===== config.mk =====
export PLATFORM = sky130hd
export DESIGN_NAME = load_store_unit_flat
export DESIGN_NICKNAME = d
export VERILOG_FILES = /design/src/rtl/load_store_unit_if.sv /design/src/rtl/load_store_unit.sv /design/src/flat_wrapper.sv
export SDC_FILE = /design/constraint.sdc
export NUM_CORES = 1
export LEC_CHECK = 0
export CAP_MARGIN = 5
export CORE_MARGIN = 5
export CORE_UTILIZATION = 51
export CTS_CLUSTER_DIAMETER = 120
export DETAILED_ROUTE_END_ITERATION = 8
export PLACE_DENSITY = 0.88
export RECOVER_POWER = 50
export SLEW_MARGIN = 20
export SYNTH_ARGS = -nofsm -noshare
export SYNTH_HDL_FRONTEND = slang
export SYNTH_SLANG_ARGS = --single-unit

===== constraint.sdc =====
create_clock -name clk -period 2.65 [get_ports clk]
set_clock_uncertainty 0.2 [all_clocks]
set_input_delay 0.53 -clock clk [delete_from_list [all_inputs] [get_ports clk]]
set_output_delay 0.53 -clock clk [all_outputs]
set_load 0.05 [all_outputs]

===== src/rtl/load_store_unit_if.sv =====
`default_nettype none
// ============================================================================
// Module      : load_store_unit_if
// Description : Bundle of the request, response and byte-SRAM signals of the
//               load/store unit.
//               master modport : CPU datapath side (drives requests) plus
//                                the SRAM read-data return.
//               slave modport  : the load/store unit itself.
// Ports       : req_valid/req_ready/req_we/req_addr/req_wdata/req_memsrc
//               resp_valid/resp_rdata/resp_err
//               mem_addr/mem_re/mem_we/mem_wdata/mem_rdata
// Revision    : 1.0 - initial release
// ============================================================================
interface load_store_unit_if #(
  parameter int A_WIDTH = 20
);
  // request channel
  logic               req_valid;
  logic               req_ready;
  logic               req_we;
  logic [31:0]        req_addr;
  logic [31:0]        req_wdata;
  logic [2:0]         req_memsrc;
  // response channel
  logic               resp_valid;
  logic [31:0]        resp_rdata;
  logic               resp_err;
  // byte-wide SRAM port
  logic [A_WIDTH-1:0] mem_addr;
  logic               mem_re;
  logic               mem_we;
  logic [7:0]         mem_wdata;
  logic [7:0]         mem_rdata;

  modport master (
    output req_valid, req_we, req_addr, req_wdata, req_memsrc, mem_rdata,
    input  req_ready, resp_valid, resp_rdata, resp_err,
           mem_addr, mem_re, mem_we, mem_wdata
  );

  modport slave (
    input  req_valid, req_we, req_addr, req_wdata, req_memsrc, mem_rdata,
    output req_ready, resp_valid, resp_rdata, resp_err,
           mem_addr, mem_re, mem_we, mem_wdata
  );
endinterface
`default_nettype wire


===== src/rtl/load_store_unit.sv =====
`default_nettype none
// ============================================================================
// Module      : load_store_unit
// Description : Multi-cycle load/store initiator. Serialises one 1/2/4-byte
//               request into little-endian byte accesses on a byte-wide
//               synchronous SRAM, reassembles and sign/zero-extends loads,
//               and returns a one-cycle response pulse.
// Ports       : clk    - clock, rising edge
//               rst_n  - asynchronous active-low reset
//               bus    - load_store_unit_if.slave (request, response, SRAM)
// Options     : LSU_MISALIGN_TRAP_EN - when defined, misaligned half/word
//               requests are answered immediately with resp_err=1 and no
//               SRAM access; otherwise they are performed byte-serially.
// Revision    : 1.0 - initial release
// ============================================================================
module load_store_unit #(
  parameter int A_WIDTH = 20
) (
  input  logic             clk,
  input  logic             rst_n,
  load_store_unit_if.slave bus
);

  typedef enum logic [1:0] {
    IDLE  = 2'd0,
    XFER  = 2'd1,
    DRAIN = 2'd2,
    RESP  = 2'd3
  } state_t;

  state_t             state;
  state_t             state_nxt;

  // latched request
  logic               we;
  logic [A_WIDTH-1:0] base;
  logic [31:0]        wdata;
  logic               zext;
  logic [1:0]         last;      // byte count minus one
  logic [1:0]         idx;
  logic [3:0][7:0]    lanes;
  logic [31:0]        rdata_q;
  logic               err_q;

  logic [1:0]         req_last;
  logic               trap;
  logic               handshake;
  logic               xfer;
  logic [31:0]        merged;
  logic [31:0]        load_ext;
  logic               fill;
  logic               unused_addr_hi;

  // Address bits above the SRAM width carry no meaning here.
  assign unused_addr_hi = ^bus.req_addr[31:A_WIDTH];

  always_comb begin
    case (bus.req_memsrc[1:0])
      2'b00:   req_last = 2'd0;
      2'b01:   req_last = 2'd1;
      default: req_last = 2'd3;
    endcase
  end

`ifdef LSU_MISALIGN_TRAP_EN
  assign trap = ((req_last == 2'd1) & bus.req_addr[0]) |
                ((req_last == 2'd3) & (|bus.req_addr[1:0]));
`else
  assign trap = 1'b0;
`endif

  assign handshake = bus.req_valid & (state == IDLE);
  assign xfer      = (state == XFER);

  // The last byte of a load arrives in DRAIN, so it is merged straight from
  // mem_rdata rather than waiting another cycle for it to land in a lane.
  always_comb begin
    merged                        = lanes;
    merged[{last, 3'b000} +: 8]   = bus.mem_rdata;
    fill                          = 1'b0;
    load_ext                      = merged;
    case (last)
      2'd0: begin
        fill     = ~zext & merged[7];
        load_ext = {{24{fill}}, merged[7:0]};
      end
      2'd1: begin
        fill     = ~zext & merged[15];
        load_ext = {{16{fill}}, merged[15:0]};
      end
      default: load_ext = merged;
    endcase
  end

  // next-state logic
  always_comb begin
    state_nxt = state;
    case (state)
      IDLE:    if (bus.req_valid) state_nxt = trap ? RESP : XFER;
      XFER:    if (idx == last)   state_nxt = we ? RESP : DRAIN;
      DRAIN:   state_nxt = RESP;
      RESP:    state_nxt = IDLE;
      default: state_nxt = IDLE;
    endcase
  end

  always_ff @(posedge clk or negedge rst_n) begin
    if (!rst_n) state <= IDLE;
    else        state <= state_nxt;
  end

  // datapath registers
  always_ff @(posedge clk or negedge rst_n) begin
    if (!rst_n) begin
      we      <= 1'b0;
      base    <= '0;
      wdata   <= '0;
      zext    <= 1'b0;
      last    <= 2'd0;
      idx     <= 2'd0;
      lanes   <= '0;
      rdata_q <= '0;
      err_q   <= 1'b0;
    end else begin
      case (state)
        IDLE: begin
          if (handshake) begin
            we    <= bus.req_we;
            base  <= bus.req_addr[A_WIDTH-1:0];
            wdata <= bus.req_wdata;
            zext  <= bus.req_memsrc[2];
            last  <= req_last;
            idx   <= 2'd0;
            if (trap) begin
              rdata_q <= '0;
              err_q   <= 1'b1;
            end
          end
        end
        XFER: begin
          // read data for byte idx-1 is returned while byte idx is issued
          if (!we && (idx != 2'd0)) lanes[idx - 2'd1] <= bus.mem_rdata;
          if (idx == last) begin
            if (we) begin
              rdata_q <= '0;
              err_q   <= 1'b0;
            end
          end else begin
            idx <= idx + 2'd1;
          end
        end
        DRAIN: begin
          lanes[last] <= bus.mem_rdata;
          rdata_q     <= load_ext;
          err_q       <= 1'b0;
        end
        RESP: begin
          idx <= 2'd0;
        end
        default: idx <= 2'd0;
      endcase
    end
  end

  assign bus.req_ready  = (state == IDLE);
  assign bus.resp_valid = (state == RESP);
  assign bus.resp_rdata = rdata_q;
  assign bus.resp_err   = err_q;
  assign bus.mem_re     = xfer & ~we;
  assign bus.mem_we     = xfer & we;
  assign bus.mem_addr   = xfer ? (base + A_WIDTH'(idx)) : '0;
  assign bus.mem_wdata  = (xfer & we) ? wdata[{idx, 3'b000} +: 8] : 8'h00;

endmodule
`default_nettype wire


===== src/flat_wrapper.sv =====
// flat-port wrapper written by rule: the top's interface ports become plain ports
module load_store_unit_flat 
#(
  parameter int A_WIDTH = 20
)
  (clk, rst_n, bus_req_valid, bus_req_we, bus_req_addr, bus_req_wdata, bus_req_memsrc, bus_mem_rdata, bus_req_ready, bus_resp_valid, bus_resp_rdata, bus_resp_err, bus_mem_addr, bus_mem_re, bus_mem_we, bus_mem_wdata);
  load_store_unit_if #(.A_WIDTH(A_WIDTH)) bus_i ();
  input  logic clk;
  input  logic rst_n;
  input wire logic [$bits(bus_i.req_valid)-1:0] bus_req_valid;
  input wire logic [$bits(bus_i.req_we)-1:0] bus_req_we;
  input wire logic [$bits(bus_i.req_addr)-1:0] bus_req_addr;
  input wire logic [$bits(bus_i.req_wdata)-1:0] bus_req_wdata;
  input wire logic [$bits(bus_i.req_memsrc)-1:0] bus_req_memsrc;
  input wire logic [$bits(bus_i.mem_rdata)-1:0] bus_mem_rdata;
  output wire logic [$bits(bus_i.req_ready)-1:0] bus_req_ready;
  output wire logic [$bits(bus_i.resp_valid)-1:0] bus_resp_valid;
  output wire logic [$bits(bus_i.resp_rdata)-1:0] bus_resp_rdata;
  output wire logic [$bits(bus_i.resp_err)-1:0] bus_resp_err;
  output wire logic [$bits(bus_i.mem_addr)-1:0] bus_mem_addr;
  output wire logic [$bits(bus_i.mem_re)-1:0] bus_mem_re;
  output wire logic [$bits(bus_i.mem_we)-1:0] bus_mem_we;
  output wire logic [$bits(bus_i.mem_wdata)-1:0] bus_mem_wdata;
  assign bus_i.req_valid = bus_req_valid;
  assign bus_i.req_we = bus_req_we;
  assign bus_i.req_addr = bus_req_addr;
  assign bus_i.req_wdata = bus_req_wdata;
  assign bus_i.req_memsrc = bus_req_memsrc;
  assign bus_i.mem_rdata = bus_mem_rdata;
  assign bus_req_ready = bus_i.req_ready;
  assign bus_resp_valid = bus_i.resp_valid;
  assign bus_resp_rdata = bus_i.resp_rdata;
  assign bus_resp_err = bus_i.resp_err;
  assign bus_mem_addr = bus_i.mem_addr;
  assign bus_mem_re = bus_i.mem_re;
  assign bus_mem_we = bus_i.mem_we;
  assign bus_mem_wdata = bus_i.mem_wdata;
  load_store_unit #(.A_WIDTH(A_WIDTH)) u_core (.clk(clk), .rst_n(rst_n), .bus(bus_i));
endmodule

# Word-level counts from Yosys, hierarchy flattened
# Index checks and enable logic that the tools add are counted.
# totals
mem_bits_rw	0
word_cells	84
regBits	125
out_inout_bits	65
mem_count	0
rom_bits	0
latch_bits	0
# classes
n_mux	26
n_div	0
add_sub_neg	4
bitwise	7
n_shift	3
mul	0
n_lt_le_gt_ge	4
n_reduce_logical	15
eq_ne	12
# op_table
operator	count
case mux 32 bit (2 select lines)	3
bitwise mux 32 bit	3
2-to-1 mux 32 bit	3
demux 8 bit (select 2 bit)	2
variable shift 8 x 7 -> 32 bit (first input constant)	1
indexed part select 32 x 6 -> 8 bit	1
indexed part select 8 x 7 -> 32 bit	1
2-to-1 mux 8 bit	3
adder 20 x 2 -> 20 bit	1
2-to-1 mux 20 bit	1
2-to-1 mux 2 bit	4
!= test 2 bit (second input constant)	4
case mux 2 bit (4 select lines)	1
negator 5 -> 7 bit	1
equality test 2 x 1 -> 1 bit (second input constant)	3
zero test 2 bit	3
< comparator 2 x 3 -> 1 bit (second input constant)	2
case mux 2 bit (3 select lines)	1
AND reduction 2 bit	3
AND reduction 3 bit	2
AND 1 bit	5
equality test 2 bit (second input constant)	2
>= comparator 2 x 1 -> 1 bit (second input constant)	2
!= test 2 x 1 -> 1 bit (second input constant)	2
other kinds (11)	17

# Logic depth before layout (Yosys ltp)
# Gate-level depths: netlist of run 1.
# depth
word_depth	8
ltp_mapped	9
mapped_depth_nobuf	6

# Worst setup path after synthesis of run 1
# Ideal clock, no wire load.
# synth_path
kind	reg2out
start	reg u_core.idx[0]
end	out bus_mem_addr[16]
path_stages_with_launch	8
path_slack_ps	-530
path_buffers	1
arrival_time_ps	2450
t_required_ps	1920
path_cell_list	dfrtp_1 -> ha_1 -> fa_1 -> and2_0 -> clkbuf_1 -> nand3_1 -> or3_1 -> a21oi_1
# synth_between
elab_chain_cells	2
# synth_rtl
item	line	text
start, declared	load_store_unit.sv:40	logic [1:0] idx;
start signal, assigned	load_store_unit.sv:149	idx <= idx + 2'd1;
adder 20 x 2 -> 20 bit	load_store_unit.sv:171	assign bus.mem_addr = xfer ? (base + A_WIDTH'(idx)) : '0;
2-to-1 mux 20 bit	load_store_unit.sv:171	
end, declared	flat_wrapper.sv:20	output wire logic [$bits(bus_i.mem_addr)-1:0] bus_mem_addr;
# Every way passes these cells.

# Worst setup path in the final report of run 1
# layout_path
start	reg u_core.base[11]
end	out bus_mem_addr[19]
# layout_between
elab_chain_cells	2
# layout_rtl
item	line	text
start, declared	load_store_unit.sv:36	logic [A_WIDTH-1:0] base;
start signal, assigned	load_store_unit.sv:129	base <= bus.req_addr[A_WIDTH-1:0];
adder 20 x 2 -> 20 bit	load_store_unit.sv:171	
2-to-1 mux 20 bit	load_store_unit.sv:171	
# Every way passes these cells.

==> flow_metrics.tcl, run 1 <==
set metrics [dict create \
    grt_overflow 0 \
    cts_tree "built" \
    r2r-start "u_core.idx[1]" \
    reg2regPathDepth 7 \
    fin_ws_ns -0.339 \
    ys_seq_elements 124 \
    cp_data_required_time_ns 1.92 \
    grt_pass1_wl_um 28500 \
    layout_min_cycle_time_ns 2.99 \
    dr.pass1.iters 5 \
    synth_top_cell_by_area "dfrtp_1" \
    ios 144 \
    synth_cell_types 58 \
    vias 5076 \
    reg2reg_setup_slack_ns 0.18 \
    avgSynthCellArea_um2 12.3 \
    holdPathStages 1 \
    routedWlPerCell_um 21.9 \
    finalNonFillerCells 844 \
    grt_pass1_vias 5364 \
    cp-end-kind "primary output" \
    synth_top_area_frac 0.490 \
    cts_max_path_buffers 2 \
    max_freq_mhz 335 \
    hp-start "u_core.bus.resp_rdata[18]" \
    status "finished, violations left" \
    cts_num_sinks 124 \
    hold_viol 0 \
    num_rows 40 \
    synth_ff_type "dfrtp_1" \
    maxSlewViolCount 0 \
    path_max_fanout 6 \
    die_w_um 121 \
    slowest_stage "or4_4" \
    maxSlewHeadroom 0.431 \
    synth_area_um2 6330 \
    drt_wl_total_um 18400 \
    violations "negative setup slack" \
    dp_cells 804 \
    finalCritPeriodShare 1.13 \
    r2r_end "u_core.lanes[20]" \
    grt_usage 0.247 \
    syn_to_final_growth_pct 41.3 \
    hold_slack_ns 0.287 \
    layout.nets 762 \
    yosysWarningCount 0 \
    cts.reportedPaths.clkPinSlew_ns 0.05 \
    tightest_slew_ns 0.853 \
    synth_cells 513 \
    synth_area_leaders "dfrtp_1, mux2_2, a221o_1, ha_1, mux4_2" \
    drc 0 \
    antenna_cells 0 \
    h-tree-depth 4 \
    cts_root_buffer "clkbuf_16" \
    initial_core_util 0.523 \
    holdPathEnd "u_core.bus.resp_rdata[18]" \
    netlist_top_cells_count "dfrtp_1, mux2_2, nand2_1" \
    p_total_mw 12.5 \
    drive_gt1_frac 0.357 \
    grt_start_max_net_pins 65 \
    die_area_um2 14700 \
    post-dp-hpwl_um 11400 \
    io_buffers 130 \
    timing_worst_setup_path_type "flip-flop to primary output" \
    async_flop_share 1.00 \
    path_cells "and4_4 > nand4_1 > or4_4 > a21oi_4 > buf_12" \
    synth_nets 610 \
    antenna_found_initial 0 \
    crit_family "simple AND/OR/NAND/NOR gates" \
    drt_iter0_markers 450 \
    drv_cap 0 \
    setup-violations-final 18 \
    hold_path_class "flip-flop to flip-flop" \
    core_um2 12100 \
    synth_edf_count 0 \
    viasPerCell 6.01 \
    cpPeakStageDelay_ns 0.57 \
    numCtsBuffers 17 \
    synth.most_common_cell "dfrtp_1" \
    cp.arrival_ns 2.26 \
    rsz0062_at_grt "yes" \
    leakage_nw 3.68 \
    place_congestion 0.854 \
    antenna_left 0 \
    crit_buf_inv 1 \
    ir_drop_mv 0.829 \
    die_y_um 121 \
    synth-seq-area-share 0.490 \
    start_kind "flip-flop" \
    power_density_nw_per_um2 1400 \
    clk_latency_ns 0.41 \
]
==> worst max path at each step <==
stage,from,end,slack (ns),depth (start not counted)
3_5_place_dp,u_core.idx[0],bus_mem_addr[16],-0.14,7
4_1_cts,u_core.idx[1],bus_mem_addr[19],-0.25,6
6_report,u_core.base[11],bus_mem_addr[19],-0.34,5
3_3_place_gp,u_core.idx[0],bus_mem_addr[16],-0.08,7
2_1_floorplan,u_core.state[1],bus_mem_addr[11],-0.21,6
5_1_grt,u_core.base[14],bus_mem_addr[19],-0.42,5
==> cell usage in the layout (no fill, tap or decap), types with 4 or more instances in the layout <==
| master | Yosys | layout |
|---|---|---|
| buf_12 | 0 | 21 |
| a21oi_1 | 17 | 11 |
| clkdlybuf4s50_1 | 0 | 98 |
| mux4_2 | 8 | 8 |
| a22o_1 | 9 | 9 |
| buf_4 | 5 | 27 |
| xor2_2 | 0 | 7 |
| mux2_2 | 80 | 80 |
| a21oi_2 | 1 | 4 |
| nor2b_1 | 13 | 13 |
| clkbuf_16 | 0 | 17 |
| nor3_1 | 8 | 7 |
| a221o_1 | 22 | 22 |
| ha_1 | 17 | 15 |
| dfrtp_1 | 124 | 120 |
| o21ai_0 | 25 | 23 |
| and2_1 | 14 | 8 |
| nor2_1 | 15 | 7 |
| buf_6 | 5 | 9 |
| inv_1 | 10 | 10 |
| nand2_1 | 31 | 30 |
| nor2_2 | 1 | 4 |
| nand4_1 | 8 | 8 |
| clkinv_2 | 0 | 4 |
| a32o_1 | 16 | 16 |
| nor2_4 | 0 | 5 |
| dfrtp_2 | 0 | 4 |
| xor2_1 | 11 | 4 |
| and2_4 | 1 | 8 |
==> through the flow <==
step	worst slack [ns]	utilization	instance area [um^2]	setup TNS, ns
floorplan	-0.208	-	6410	-0.966
global placement	-0.0757	0.669	8110	-0.206
detailed placement	-0.144	0.669	8110	-0.414
CTS	-0.252	0.730	8840	-3.58
global route	-0.417	0.738	8940	-7.28
finish	-0.339	0.738	8940	-4.15
==> per-layer routing <==
layer / global-route usage / share of wire / wire [um]
met1: 0.317 / 0.40 / 7350
met2: 0.404 / 0.50 / 9140
met3: 0.0620 / 0.072 / 1330
met4: 0.0938 / 0.034 / 626
met5: 0 / 0 / 0
==> flip-flops by register name (all words and copies together) (netlist names) <==
name,flops
u_core.last,2
u_core.base,20
u_core.idx,2
u_core.we,1
u_core.zext,1
u_core.lanes,32
u_core.wdata,32
u_core.state,2
u_core.bus.resp_rdata,32
==> cell families after synthesis <==
| group | count (synthesis) | synth area share |
|---|---|---|
| adder cells (fa/ha/maj) | 18 | 0.0368 |
| multiplexers | 91 | 0.176 |
| flip-flops | 124 | 0.490 |
| buffers and inverters | 41 | 0.0356 |
| AND/OR/NAND/NOR | 118 | 0.108 |
| XOR/XNOR | 14 | 0.0206 |
| AO/OA/AOI/OAI | 106 | 0.132 |
| other | 1 | 0.000593 |
==> where the power goes <==
group / switching, mW / total [mW] / internal [mW] / leakage, nW
clock: 0.812 / 2.16 / 1.35 / 0.269
sequential: 0.736 / 3.54 / 2.80 / 1.51
combinational: 3.80 / 6.83 / 3.03 / 1.90
==> what timing repair did <==
action / in CTS / in global routing
endpoints found under the hold margin: 29 / 0
setup buffers: 3 / 6
hold buffers: 1 / 0
pin swaps: 26 / 21
setup endpoints to repair: 28 / 28
gates resized for setup: 37 / 26
==> layout make-up <==
cell class / instances / area [um^2]
Multi-Input combinational cell: 348 / 3250
Tap cell: 168 / 210
Sequential cell: 124 / 3110
Fill cell: 754 / 3170
Timing Repair Buffer: 163 / 1790
Inverter: 11 / 41.3
Clock inverter: 7 / 66.3
Clock buffer: 23 / 478
(Power assumes the default switching activity.)
==> inputs of run 2 (changes only) <==
Settings changed: CTS_BUF_LIST set to sky130_fd_sc_hd__clkbuf_16.
==> run 2 against run 1 <==
  * The flow still finishes with violations (negative setup slack)
  * Sequential power about the same
  * Sequential share of layout area increased by 0.12 points
  * Worst hold slack got worse by 0.00095 ns
  * Sequential cell count unchanged
  * Power decreased by 0.89%
  * Routed wire length decreased by 0.85%
  * Non-clock buffer count unchanged
  * Die area unchanged
  * Global-route usage decreased by 0.15 points
  * Critical path type unchanged
  * Largest cell class unchanged
==> flow_metrics.tcl, run 2 (same netlist as run 1, synthesis figures left out) <==
set metrics [dict create \
    status "finished, violations left" \
    violations "negative setup slack" \
    drv_cap 0 \
    tightest_slew_ns 0.856 \
    io_buffers 130 \
    layout_min_cycle_time_ns 2.99 \
    dpl_cell_area_um2 8110 \
    hold_path_class "flip-flop to flip-flop" \
    dr.pass1.iters 5 \
    setup-violations-final 18 \
    cts_tree "built" \
    cp-end-kind "primary output" \
    reg2reg_setup_slack_ns 0.19 \
    max_freq_mhz 335 \
    cp_data_required_time_ns 1.92 \
    antenna_cells 0 \
    place_congestion 0.854 \
    cts.reportedPaths.clkPinSlew_ns 0.05 \
    hp-start "u_core.bus.resp_rdata[18]" \
    grt_pass1_wl_um 28300 \
    antenna_left 0 \
    finalNonFillerCells 844 \
    layout.nets 762 \
    holdPathEnd "u_core.bus.resp_rdata[18]" \
    ir_drop_mv 0.824 \
    die_w_um 121 \
    drt_iter0_markers 410 \
    layout_common_cells "dfrtp_1, clkdlybuf4s50_1, mux2_2" \
    rsz0062_at_grt "yes" \
    finalCritPeriodShare 1.13 \
    maxSlewHeadroom 0.429 \
    grt_start_max_net_pins 65 \
    cts_num_sinks 124 \
    reg2regPathDepth 7 \
    h-tree-depth 4 \
    holdPathStages 1 \
    grt_pass1_vias 5334 \
    dp_cells 804 \
    r2r_end "u_core.lanes[20]" \
    vias 5055 \
    final_common_cell "dfrtp_1" \
    path_max_fanout 4 \
    cpPeakStageDelay_ns 0.57 \
    routedWlPerCell_um 21.7 \
    crit_buf_inv 1 \
    crit_family "simple AND/OR/NAND/NOR gates" \
    clk_latency_ns 0.41 \
    numCtsBuffers 17 \
    cts_max_path_buffers 2 \
    slowest_stage "or4_4" \
    leakage_nw 3.67 \
    fin_ws_ns -0.337 \
    drive_gt1_frac 0.352 \
    ios 144 \
    core_um2 12100 \
    maxSlewViolCount 0 \
    antenna_found_initial 0 \
    grt_overflow 0 \
    hold_viol 0 \
    initial_core_util 0.523 \
    die_y_um 121 \
    r2r-start "u_core.idx[1]" \
    setup_tns_ns -4.12 \
    cts_root_buffer "clkbuf_16" \
    start_kind "flip-flop" \
    viasPerCell 5.99 \
    grt_usage 0.246 \
    post-dp-hpwl_um 11400 \
    drt_wl_total_um 18300 \
    path_cells "and4_4 > nand4_1 > or4_4 > a21oi_4 > buf_12" \
    cp.arrival_ns 2.26 \
    num_rows 40 \
    timing_worst_setup_path_type "flip-flop to primary output" \
    die_area_um2 14700 \
    syn_to_final_growth_pct 40.8 \
    postLayoutCellArea_um2 8910 \
    power_density_nw_per_um2 1390 \
    drc 0 \
]
==> run 2: cell types whose count changed in the layout (fill, tap and decap cells not counted) <==
cell      change
clkbuf_8      -3
clkinv_1      +3
inv_1         +3
clkbuf_1      -3
==> run 2: worst max-delay path by stage <==
stage	start	endpoint	slack, ns	cells past startpoint
after global placement	u_core.idx[0]	bus_mem_addr[16]	-0.08	7
after global routing	u_core.base[14]	bus_mem_addr[19]	-0.42	5
final	u_core.base[14]	bus_mem_addr[19]	-0.34	5
after detailed placement	u_core.idx[0]	bus_mem_addr[16]	-0.14	7
after floorplan	u_core.state[1]	bus_mem_addr[11]	-0.21	6
after CTS	u_core.idx[1]	bus_mem_addr[19]	-0.25	6
==> run 2: layout make-up <==
| cell class | instances | area, um^2 |
|---|---|---|
| inverters | 11 | 41.3 |
| multi-input cells | 348 | 3250 |
| clock buffers | 17 | 425 |
| fillers | 757 | 3200 |
| repair buffers | 163 | 1790 |
| flip-flops and latches | 124 | 3110 |
| clock inverters | 13 | 88.8 |
| well taps | 168 | 210 |
==> run 2: stage by stage <==
stage | worst slack, ns | hold WS [ns] | utilization | power, mW
4_1_cts | -0.251 | 0.290 | 0.727 | 12.1
5_1_grt | -0.418 | 0.296 | 0.736 | 13.1
3_5_place_dp | -0.144 | 0.275 | 0.669 | 9.78
2_1_floorplan | -0.208 | 0.0344 | - | 7.82
3_3_place_gp | -0.0757 | 0.258 | 0.669 | 9.50
6_report | -0.337 | 0.286 | 0.736 | 12.4
==> run 2: report_power, final <==
part | internal, mW | total [mW] | switching [mW]
registers | 2.80 | 3.53 | 0.730
clock network | 1.25 | 2.06 | 0.810
logic | 3.03 | 6.83 | 3.80
total | 7.08 | 12.4 | 5.34
==> run 2: routing by layer <==
metal  vias up  global-route usage  part of all wire
met5         -                   0                 0
met4         0              0.0938             0.035
met3        57              0.0620             0.077
li1       2221                   -                 -
met2       256               0.401              0.50
met1      2521               0.316              0.39
==> run 2: repair_timing <==
action / in CTS / in global routing
gates resized for setup: 37 / 26
hold endpoints to repair: 29 / 0
endpoints found under the setup margin: 28 / 28
setup buffers: 3 / 6
hold buffers: 1 / 0
pin swaps: 26 / 21
==> inputs of run 3 (changes only) <==
Settings changed: CELL_PAD_IN_SITES_DETAIL_PLACEMENT set to 1, CELL_PAD_IN_SITES_GLOBAL_PLACEMENT set to 2, CORE_MARGIN 5 to 2, CORE_UTILIZATION 51 to 33, PLACE_DENSITY 0.88 to 0.87.
==> run 3 against run 2 <==
  * Via count fell by 5.3%
  * Worst hold slack improved by 0.0051 ns
  * Core utilization fell by 24 points
  * Clock power rose by 27%
  * Global-route usage fell by 6.3 points
  * First-iteration DRC count fell by 65%
  * Combinational power rose by 2%
  * Routed wire length fell by 2.1%
  * The run still ends with negative setup slack left
  * Sequential cell count did not move
==> flow_metrics.tcl, run 3 (same netlist as run 1, synthesis figures left out) <==
set metrics [dict create \
    multi_input_area_um2 3260 \
    cts_tree "built" \
    cts.reportedPaths.clkPinSlew_ns 0.06 \
    antenna_cells 0 \
    maxSlewHeadroom 0.249 \
    cts_root_buffer "clkbuf_16" \
    hold_path_class "flip-flop to flip-flop" \
    h-tree-depth 4 \
    final_common_cell "dfrtp_1" \
    place_congestion 0.774 \
    dpl_cell_area_um2 8350 \
    antenna_left 0 \
    fillCellCount 1893 \
    io_buffers 130 \
    crit_buf_inv 1 \
    ir_drop_mv 0.681 \
    drt_iter0_markers 145 \
    antenna_found_initial 0 \
    grt_pass1_vias 5439 \
    post-dp-hpwl_um 12600 \
    core_um2 18800 \
    hp-start "u_core.lanes[7]" \
    num_rows 50 \
    slowest_stage "dfrtp_1" \
    setup-violations-final 18 \
    dr.pass1.iters 4 \
    drive_gt1_frac 0.367 \
    finalCritPeriodShare 1.11 \
    fin_ws_ns -0.293 \
    die_y_um 142 \
    leakage_nw 3.78 \
    numCtsBuffers 17 \
    drt_wl_total_um 17900 \
    rsz0062_at_grt "yes" \
    status "finished, violations left" \
    cp.arrival_ns 2.21 \
    drv_cap 0 \
    layout_common_cells "dfrtp_1, clkdlybuf4s50_1, mux2_2" \
    viasPerCell 5.22 \
    regArea_um2 3110 \
    hold_viol 0 \
    violations "negative setup slack" \
    clk_latency_ns 0.42 \
    initial_core_util 0.337 \
    maxSlewViolCount 0 \
    cts_num_sinks 124 \
    grt_overflow 0 \
    start_kind "flip-flop" \
    ios 144 \
    postLayoutCellArea_um2 9280 \
    startpoint "u_core.base[4]" \
    die_area_um2 20300 \
    path_max_fanout 8 \
    die_w_um 142 \
    timing_worst_setup_path_type "flip-flop to primary output" \
    crit_family "simple AND/OR/NAND/NOR gates" \
    max_freq_mhz 340 \
    power_density_nw_per_um2 1400 \
    path_cells "and4_2 > nand4_4 > or4_4 > a21oi_4 > buf_12" \
    layout.nets 768 \
    cts_max_path_buffers 2 \
    cp_data_required_time_ns 1.92 \
    cpPeakStageDelay_ns 0.46 \
    dp_slack_ns -0.0572 \
    drc 0 \
    tightest_slew_ns 1.13 \
    routedWlPerCell_um 19.5 \
    grt_usage 0.183 \
    grt_pass1_wl_um 29000 \
    r2r-start "u_core.idx[0]" \
    grt_start_max_net_pins 46 \
    layout_min_cycle_time_ns 2.94 \
    cp-end-kind "primary output" \
    syn_to_final_growth_pct 46.6 \
    vias 4789 \
]
## run 3: cell count changes in the layout (fill, tap and decap cells not counted), sizes merged
| cell | previous run | this run |
|---|---|---|
| clkdlybuf4s50 | 98 | 97 |
| bufinv | 1 | 6 |
| buf | 60 | 65 |
| clkbuf | 21 | 23 |
| clkinvlp | 1 | 2 |
| inv | 13 | 12 |
| clkinv | 9 | 6 |
## run 3: power breakdown
part / leakage [nW] / switching, mW / internal (mW)
Clock: 0.312 / 0.875 / 1.74
Combinational: 1.95 / 3.78 / 3.16
Sequential: 1.51 / 0.618 / 2.80
## run 3: layout make-up
class / count / area share
Timing Repair Buffer: 169 / 0.208
Tap cell: 234 / 0.0316
Inverter: 11 / 0.00445
Clock buffer: 17 / 0.0458
Multi-Input combinational cell: 348 / 0.351
Clock inverter: 15 / 0.0244
Sequential cell: 124 / 0.335
## run 3: metal layers
metal / vias up / track usage / part of all wire
li1: 2210 / - / -
met3: 20 / 0.0454 / 0.044
met4: 0 / 0.0526 / 0.015
met1: 2451 / 0.218 / 0.42
met5: - / 0 / 0
met2: 108 / 0.326 / 0.52
## run 3: tightest hold or removal path: stages (launching register included)
cell     delay, ns
dfrtp_1       0.33
nand2_1       0.05
o21ai_0       0.07
## run 3: worst paths after layout
kind	endpoint	slack, ns	cells past startpoint
max	bus_mem_addr[19]	-0.29	5
min reg2reg	u_core.lanes[7]	0.29	2
max in group asynchronous	u_core.base[12]	0.21	3
max reg2reg	u_core.lanes[11]	0.12	8
min	u_core.lanes[7]	0.29	2
min in group asynchronous	u_core.bus.resp_rdata[27]	0.67	2
## run 3: timing repair
action / in CTS / in global routing
setup endpoints to repair: 27 / 32
buffers inserted: 4 / 5
gates resized for setup: 34 / 24
hold buffers: 1 / 0
endpoints found under the hold margin: 42 / 0
cloned: 0 / 1
pin swaps: 17 / 13
## run 3: through the flow
| stage | utilization | setup TNS [ns] | cells | hold WS, ns | total power, mW |
|---|---|---|---|---|---|
| floorplan | - | -0.966 | 513 | 0.0344 | 7.82 |
| global placement | 0.445 | 0 | 877 | 0.260 | 9.81 |
| detailed placement | 0.445 | -0.0877 | 877 | 0.283 | 10.1 |
| CTS | 0.489 | -4.63 | 913 | 0.293 | 13.0 |
| global route | 0.494 | -9.06 | 918 | 0.307 | 13.7 |
| finish | 0.494 | -3.89 | 918 | 0.291 | 13.0 |
